File: src/rtl/cpu_types_pkg.sv
// Shared CPU types.
// Contents:
//   word_t        32-bit datapath word
//   NOP_INSTR     bubble instruction (addi x0,x0,0)
//   fetch_state_t fetch-stage FSM states
//   ifid_t        IF/ID pipeline latch contents
package cpu_types_pkg;

    typedef logic [31:0] word_t;

    localparam word_t NOP_INSTR = 32'h0000_0013;

    typedef enum logic [1:0] {
        FETCH,
        HOLD,
        DRAIN
    } fetch_state_t;

    typedef struct packed {
        word_t instr;
        word_t pc;
        word_t pc4;
        logic  valid;
    } ifid_t;

endpackage

File: src/rtl/ifid_latch.sv
// IF/ID pipeline register with write enable and flush-to-bubble.
// A flush wins over the write enable, so a squash always lands even while the latch is held.
// Ports:
//   CLK   in   clock, rising edge
//   nRST  in   asynchronous active-low reset (loads the bubble)
//   we    in   capture d this cycle
//   flush in   overwrite contents with the bubble
//   d     in   next IF/ID contents
//   q     out  current IF/ID contents
module ifid_latch
    import cpu_types_pkg::*;
#(
    parameter word_t BUBBLE_INSTR = NOP_INSTR
) (
    input  logic  CLK,
    input  logic  nRST,
    input  logic  we,
    input  logic  flush,
    input  ifid_t d,
    output ifid_t q
);

    localparam ifid_t BUBBLE = '{instr: BUBBLE_INSTR, pc: '0, pc4: '0, valid: 1'b0};

    always_ff @(posedge CLK or negedge nRST) begin
        if (!nRST) begin
            q <= BUBBLE;
        end else if (flush) begin
            q <= BUBBLE;
        end else if (we) begin
            q <= d;
        end
    end

endmodule

File: src/rtl/fetch_stage.sv
// Instruction-fetch stage: owns the PC, issues icache reads and fills the IF/ID latch.
// Priority each cycle: flush > stall (IFID_write/PC_write low) > normal advance.
// Optional feature: define FETCH_STATS_EN to add the stall_cnt/squash_cnt counter outputs.
// Ports:
//   CLK, nRST             clock, asynchronous active-low reset
//   flush, redirect_pc    squash IF/ID and redirect PC (target low bits forced to 00)
//   IFID_write, PC_write  hazard-unit enables (0 = hold)
//   halt                  stop issuing new fetches, sticky until reset
//   ihit, imemload        icache response
//   iREN, imemaddr        icache request
//   imemload_id, pc_id, pc4_id, valid_id   IF/ID latch contents
//   stall_cnt, squash_cnt (FETCH_STATS_EN only) saturating event counters
module fetch_stage #(
    parameter logic [31:0] PC_INIT   = 32'h0000_0000,
    parameter logic [31:0] NOP_INSTR = 32'h0000_0013
) (
    input  logic        CLK,
    input  logic        nRST,
    input  logic        flush,
    input  logic [31:0] redirect_pc,
    input  logic        IFID_write,
    input  logic        PC_write,
    input  logic        halt,
    input  logic        ihit,
    input  logic [31:0] imemload,
    output logic        iREN,
    output logic [31:0] imemaddr,
    output logic [31:0] imemload_id,
    output logic [31:0] pc_id,
    output logic [31:0] pc4_id,
    output logic        valid_id
`ifdef FETCH_STATS_EN
    ,
    output logic [31:0] stall_cnt,
    output logic [31:0] squash_cnt
`endif
);

    import cpu_types_pkg::*;

    fetch_state_t state_q, state_d;
    word_t        pc_q, pc_d;
    word_t        redir_q, redir_d;
    word_t        hold_q, hold_d;
    logic         halted_q;
    logic         started_q;  // keeps iREN low until the first clock after reset

    word_t pc_plus4;
    word_t target;
    logic  req;
    logic  hit;
    logic  advance;
    logic  ifid_we;
    ifid_t ifid_d;
    ifid_t ifid_q;

    assign pc_plus4 = pc_q + 32'd4;
    assign target   = {redirect_pc[31:2], 2'b00};
    assign req      = started_q && !halted_q;
    assign hit      = ihit && req;
    assign advance  = IFID_write && PC_write;
    assign imemaddr = pc_q;

    always_ff @(posedge CLK or negedge nRST) begin
        if (!nRST) begin
            state_q   <= FETCH;
            pc_q      <= PC_INIT;
            redir_q   <= '0;
            hold_q    <= '0;
            halted_q  <= 1'b0;
            started_q <= 1'b0;
        end else begin
            state_q   <= state_d;
            pc_q      <= pc_d;
            redir_q   <= redir_d;
            hold_q    <= hold_d;
            halted_q  <= halted_q || halt;
            started_q <= 1'b1;
        end
    end

    always_comb begin
        state_d = state_q;
        pc_d    = pc_q;
        redir_d = redir_q;
        hold_d  = hold_q;
        iREN    = 1'b0;
        ifid_we = 1'b0;
        ifid_d  = '{instr: imemload, pc: pc_q, pc4: pc_plus4, valid: 1'b1};

        case (state_q)
            FETCH: begin
                iREN = req;
                if (flush) begin
                    if (hit || !req) begin
                        pc_d = target;
                    end else begin
                        // Request is still outstanding; wait for it before redirecting.
                        redir_d = target;
                        state_d = DRAIN;
                    end
                end else if (hit) begin
                    if (advance) begin
                        ifid_we = 1'b1;
                        pc_d    = pc_plus4;
                    end else begin
                        hold_d  = imemload;
                        state_d = HOLD;
                    end
                end
            end
            HOLD: begin
                if (flush) begin
                    pc_d    = target;
                    state_d = FETCH;
                end else if (advance) begin
                    ifid_we      = 1'b1;
                    ifid_d.instr = hold_q;
                    pc_d         = pc_plus4;
                    state_d      = FETCH;
                end
            end
            DRAIN: begin
                iREN = 1'b1;
                if (flush) begin
                    redir_d = target;
                end
                if (ihit) begin
                    pc_d    = flush ? target : redir_q;
                    state_d = FETCH;
                end
            end
            default: begin
                state_d = FETCH;
            end
        endcase
    end

    ifid_latch #(
        .BUBBLE_INSTR (NOP_INSTR)
    ) u_ifid (
        .CLK   (CLK),
        .nRST  (nRST),
        .we    (ifid_we),
        .flush (flush),
        .d     (ifid_d),
        .q     (ifid_q)
    );

    assign imemload_id = ifid_q.instr;
    assign pc_id       = ifid_q.pc;
    assign pc4_id      = ifid_q.pc4;
    assign valid_id    = ifid_q.valid;

`ifdef FETCH_STATS_EN
    logic stall_ev;
    logic squash_ev;

    assign stall_ev  = (state_q == HOLD) || !PC_write;
    // A flush discards a fetch when a request is live in FETCH or a word sits in HOLD.
    assign squash_ev = flush && (((state_q == FETCH) && req) || (state_q == HOLD));

    always_ff @(posedge CLK or negedge nRST) begin
        if (!nRST) begin
            stall_cnt  <= '0;
            squash_cnt <= '0;
        end else begin
            if (stall_ev && (stall_cnt != '1)) begin
                stall_cnt <= stall_cnt + 32'd1;
            end
            if (squash_ev && (squash_cnt != '1)) begin
                squash_cnt <= squash_cnt + 32'd1;
            end
        end
    end
`endif

endmodule

File: config.mk
export PLATFORM = sky130hd
export DESIGN_NAME = fetch_stage
export DESIGN_NICKNAME = d
export VERILOG_FILES = /design/src/rtl/cpu_types_pkg.sv /design/src/rtl/ifid_latch.sv /design/src/rtl/fetch_stage.sv
export SDC_FILE = /design/constraint.sdc
export NUM_CORES = 1
export LEC_CHECK = 0
export ABC_CLOCK_PERIOD_IN_PS = 5100
export CORE_UTILIZATION = 25
export DETAILED_ROUTE_END_ITERATION = 7
export SLEW_MARGIN = 20
export SYNTH_ARGS = -nofsm -noshare
export SYNTH_HDL_FRONTEND = slang
export SYNTH_HIERARCHICAL = 1
export SYNTH_SLANG_ARGS = --single-unit
File: constraint.sdc
create_clock -name CLK -period 5.1 [get_ports CLK]
set_input_delay 0.765 -clock CLK [delete_from_list [all_inputs] [get_ports CLK]]
set_output_delay 0.765 -clock CLK [all_outputs]
set_load 0.005 [all_outputs]
### After elaboration in Yosys (flattened, before gate mapping)

Cells that the tools add are included.

| storage, ports and cells | value |
|---|---|
| flip-flop bits (word level) | 197 |
| bits of input ports | 71 |
| output and inout port bits | 130 |
| logic and storage cells | 66 |

| operators by class | value |
|---|---|
| $add $sub $neg | 1 |
| equal/unequal tests | 10 |
| mux-type cells | 29 |
| bitwise gates (word level) | 1 |
| reductions and logical operators | 15 |

Operators with widths:

| operator | count |
|---|---|
| $mux W32 | 11 |
| $mux W97 | 2 |
| $pmux W32 S3 | 1 |
| $pmux W32 S2 | 1 |
| $add A32 B3 Y32 const B | 1 |
| $ne A3 B3 Y1 const B | 5 |
| $mux W2 | 7 |
| $ne A2 B2 Y1 const B | 3 |
| $pmux W2 S3 | 1 |
| $reduce_and A3 Y1 | 2 |
| $reduce_and A5 Y1 | 1 |
| $mux W1 | 4 |
| $pmux W1 S2 | 2 |
| $reduce_and A4 Y1 | 1 |
| $reduce_bool A2 Y1 | 2 |
| $logic_and A1 B1 Y1 | 3 |
| $reduce_bool A3 Y1 | 1 |
| $eq A2 B1 Y1 const B | 1 |
| $eq A2 B2 Y1 const B | 1 |
| $logic_not A1 Y1 | 2 |
| $logic_not A2 Y1 | 1 |
| $logic_or A1 B1 Y1 | 2 |
| $not A1 Y1 | 1 |

### Depth between registers and ports, before layout

| logic depth | value |
|---|---|
| depth in word-level cells | 8 |
| depth in mapped cells | 9 |
| depth with buffers taken out | 8 |

### By module

The synthesis kept the hierarchy.

By module, submodules not included:

| module | instances | cells an instance | area each (um2) | sequential area each (um2) |
|---|---|---|---|---|
| fetch_stage | 1 | 571 | 5780.5 | 2502.4 |
| ifid_latch | 1 | 313 | 3940.0 | 2431.1 |

### Least setup slack after synthesis

Ideal clock, no wire load.

| timing | value |
|---|---|
| path type | input -> register |
| from | input port flush |
| to | register u_ifid/q[66] (netlist name) |
| setup time | 82 ps |
| arrival | 2246 ps |
| required time | 5018 ps |
| slack | 2772 ps |
| stages | 6 |
| path buffers | 2 |
| cells stage by stage | clkbuf_1 > nor2_1 > nand4_1 > clkbuf_1 > mux2_2 > a211o_1 |

| between the ends | value |
|---|---|
| word-level cells in the longest chain between the ends | 3 |
| elaborated cells between the ends (all ways) | 5 |
| those cells by class | mux: 4; reduce/logical: 1 |

Ends and longest elaborated chain:

| item | line | text |
|---|---|---|
| from (decl) | fetch_stage.sv:19 | `input logic flush,` |
| $mux W1, on equally long branches | fetch_stage.sv:113, fetch_stage.sv:94 |  |
| $pmux W1 S2 | fetch_stage.sv:91 | `case (state_q)` |
| $reduce_bool A2 Y1 (no source line) | n/a |  |
| to (signal assigned) | ifid_latch.sv:27 | `q <= BUBBLE;` |
| to (signal assigned) | ifid_latch.sv:29 | `q <= BUBBLE;` |
| to (signal assigned) | ifid_latch.sv:31 | `q <= d;` |
| to (decl) | ifid_latch.sv:20 | `output ifid_t q` |

Parallel ways exist; a longest one is shown, timed or not.
A chain may end at the register's enable or synchronous reset.

### Worst setup path after layout

| timing | value |
|---|---|
| from | input port ihit |
| to | register u_ifid/q[93] (netlist name) |

| between the ends | value |
|---|---|
| word-level cells in the longest chain between the ends | 5 |

Ends and longest elaborated chain:

| item | line | text |
|---|---|---|
| from (decl) | fetch_stage.sv:24 | `input logic ihit,` |
| $logic_and A1 B1 Y1 | fetch_stage.sv:60 | `assign hit = ihit && req;` |
| $mux W1 | fetch_stage.sv:102 | `end else if (hit) begin` |
| $mux W1 | fetch_stage.sv:94 | `if (flush) begin` |
| $pmux W1 S2 | fetch_stage.sv:91 |  |
| via ifid_we | fetch_stage.sv:53 | `logic ifid_we;` |
| $reduce_bool A2 Y1 (no source line) | n/a |  |

The timed path passes the listed nets, and every way through them passes these cells.

==> metrics.md <==
| Metric | Value |
|---|---|
| P&R area growth vs syn | `28.6%` |
| Setup ws final | `1900 ps` |
| Core Region | `37900 sq um` |
| Clock sinks | `197` |
| Main synth FF type | `dfrtp_1` |
| Crit path max fanout | `79` |
| EDFF count, synth | `0` |
| DP Worst Slack | `1380 ps` |
| Register share of total power | `49.5%` |
| Cell variety after synth | `60` |
| Tightest Pin Transition | `1000 ps` |
| Crit path launch type | `primary input` |
| Grt total ovfl | `0` |
| Top achievable clock speed | `0.313 GHz` |
| Hold-fix buffers, CTS | `0` |
| Simple-Gate Fraction of Synth Area | `11.3%` |
| LEAKAGE | `5.09 nW` |
| Antenna Violating Nets Remaining | `0` |
| Minimum clock period | `3200 ps` |
| Yosys warning total | `6` |
| Unrepaired setup endpoints after global routing | `false` |
| Sw Pwr | `0.00100 W` |
| Hold WC Path Type | `primary input to asynchronous set/reset pin` |
| Mux contribution to synthesized area | `21.0%` |
| First-pass GRT wire length | `43600 um` |
| Syn avg cell area | `11.0 sq um` |
| H-tree depth | `4` |
| Via Count | `7114` |
| Logic pwr share | `12.2%` |
| Initial core utilization | `25.6%` |
| Worst EP arrival | `3490 ps` |
| Multi-input gate area | `4200 sq um` |
| Switching Fraction | `28.1%` |
| Post-synthesis xor/xnor area fraction | `2.34%` |
| Initial antenna violation count | `2` |
| Initial DRC Count | `325` |
| Root Buffer | `clkbuf_16` |
| Post-CTS Resized | `0` |
| Drt wl/cell | `18.5 um` |
| Syn Inst Count | `884` |
| Area taken by flip-flops and latches | `4930 sq um` |
| DIE HEIGHT | `199 um` |
| Synth Area in Compound Gates | `8.10%` |
| CTS Buf Count | `17` |
| Pin count of the biggest net entering global routing | `81` |
| Total wire length | `28600 um` |
| Slew HR | `32.5%` |
| Max-cap violations | `0` |
| Clock latency on the worst-skew pair | `440 ps` |
| Total GRT Usage | `14.7%` |
| Final #Nets | `1098` |
| Share of flip-flops with an asynchronous set or reset | `100%` |
| CP Capture Type | `register` |
| Crit path kind | `primary input to register` |
| Via/cell ratio | `4.58` |
| Port bufs | `198` |
| CTS tree | `done` |
| Crit share post-route | `62.7%` |
| Sequential area share after synthesis | `50.8%` |
| Post-Synth Adder-Cell Area | `0.129%` |
| Clock skew | `12.0 ps` |
| Die width | `199 um` |
| Filler cell count | `3849` |
| Worst-path clk slew | `80 ps` |
| Critical path required time | `5390 ps` |
| Num rows | `71` |
| Worst VDD drop | `235 uV` |
| Number of global-route vias before repair | `7028` |
| Status | `completed` |
| Mapped Area | `9720 sq um` |
| Largest family of logic cells by synthesized area | `multiplexers` |
| Clock power frac | `38.3%` |
| Synth Register Bits | `197` |
| Ports | `201` |
| Post-route insts no fill | `1552` |
| Clock buffer depth | `2` |
| Power Density | `284 nW/um^2` |
| Post-route setup TNS | `0 ps` |
| Share of cells above drive strength 1 | `15.1%` |
| Total Die Area | `39700 sq um` |
| Pins over their slew limit | `0` |
| HPWL after DPL | `19000 um` |
| RePlAce Congestion | `0.743` |
| Min Hold Slack | `377 ps` |
| Post-CTS Setup Bufs | `0` |
| Int Pwr | `0.00256 W` |
| Final setup vio count | `0` |
| Final Hold Vio Count | `0` |
| First-pass iteration count of the detailed router | `5` |
| DRC | `0` |
| DP Cell Count | `1518` |
worst paths after layout:
check / endpoint / start / cells after the start / slack, ps
setup / recovery: u_ifid/q[93] / ihit / 7 / 1900
hold / removal: u_ifid/q[78] / nRST / 1 / 380
setup reg to reg: u_ifid/q[29] / imemaddr[2] / 8 / 1980
hold reg to reg: imemaddr[1] / redir_q[1] / 1 / 500
max in group asynchronous: u_ifid/q[82] / nRST / 2 / 3490
min in group CLK: imemaddr[1] / redir_q[1] / 1 / 500
registers in the layout (all words and copies together), names as in the netlist:
signal,flops
hold_q,32
u_ifid/q,97
halted_q,1
imemaddr,32
redir_q,32
started_q,1
state_q,2
synthesized netlist by cell type, types with 3 or more instances:
cell type	number	share of area, %
and3_1	9	0.58
nor2b_1	7	0.45
xor2_1	5	0.45
a211oi_1	3	0.23
a221o_1	3	0.31
o22ai_1	9	0.58
mux2i_1	97	10
buf_12	3	0.62
dfstp_2	3	0.81
nand4_1	11	0.71
nor2_1	123	4.7
o311a_1	5	0.51
buf_2	6	0.31
nand3_1	17	0.88
o211ai_1	3	0.23
dfrtp_1	194	50
or3_1	5	0.32
nand2b_1	3	0.19
nor3_1	4	0.21
clkbuf_1	37	1.4
a31oi_1	7	0.45
a211o_1	4	0.36
mux2_2	95	11
and2_1	5	0.32
inv_1	18	0.70
o21ai_0	32	1.6
xnor2_1	21	1.9
buf_4	40	3.1
a21oi_1	33	1.7
o31a_1	5	0.45
nand2_1	40	1.5
cell families (layout without fill, tap and decap cells):
| group | Yosys count | after routing |
|---|---|---|
| mux | 192 | 192 |
| xor+xnor | 26 | 26 |
| compound gates | 122 | 122 |
| other cells | 1 | 4 |
| flops | 197 | 197 |
| simple gates | 238 | 238 |
| fa+ha+maj | 1 | 1 |
| buf+inv | 107 | 261 |
critical path, stage by stage:
cell and delay, ps:
clkdlybuf4s50_1 670, and3b_1 210, o2111ai_1 290, inv_6 840
buf_4 410, mux2i_1 220, nor2_1 60
through the flow:
step	area, sq um	power (W)	utilization [%]
after detailed placement	11900	0.00223	31.4
after global routing	12500	0.00373	33.0
after global placement	11900	0.00222	31.4
after floorplan	9720	0.00201	-
final	12500	0.00356	33.0
after CTS	12500	0.00363	32.9
final cells by class:
type / instances / share of cell area [%]
Tap cell: 511 / 5.11
Clock buffer: 18 / 3.43
Sequential cell: 197 / 39.5
Clock inverter: 14 / 1.12
Multi-Input combinational cell: 581 / 33.6
Antenna cell: 2 / 0.0400
Timing Repair Buffer: 211 / 16.6
Inverter: 18 / 0.580
power groups by stage:
| stage | sequential (W) | clock (W) | combinational, W |
|---|---|---|---|
| after CTS | 0.00176 | 0.00143 | 0.000443 |
| after floorplan | 0.00173 | 0 | 0.000274 |
| after detailed placement | 0.00179 | 0 | 0.000440 |
| after global placement | 0.00179 | 0 | 0.000432 |
| final | 0.00176 | 0.00136 | 0.000435 |
| after global routing | 0.00178 | 0.00148 | 0.000482 |
per-layer routing:
| layer | wire length (um) | up-vias | track usage, % | share of wire, % |
|---|---|---|---|---|
| met1 | 13300 | 3592 | 19.9 | 47 |
| met4 | 413 | 0 | 4.76 | 1.4 |
| met2 | 13500 | 160 | 23.1 | 47 |
| li1 | - | 3346 | - | - |
| met5 | 0 | - | 0 | 0 |
| met3 | 1430 | 16 | 3.27 | 5.0 |
cell usage in the layout, fill, tap and decap left out, types with 11 or more instances in the layout:
master           count
xnor2_1             21
a21oi_1             33
clkbuf_16           17
mux2i_1             97
inv_1               17
buf_4               14
mux2_2              95
clkdlybuf4s50_1    196
nand4_1             11
nand3_1             17
dfrtp_1            194
nand2_1             40
o21ai_0             32
nor2_1             123
Note: power is estimated with default switching activity, not from simulation.
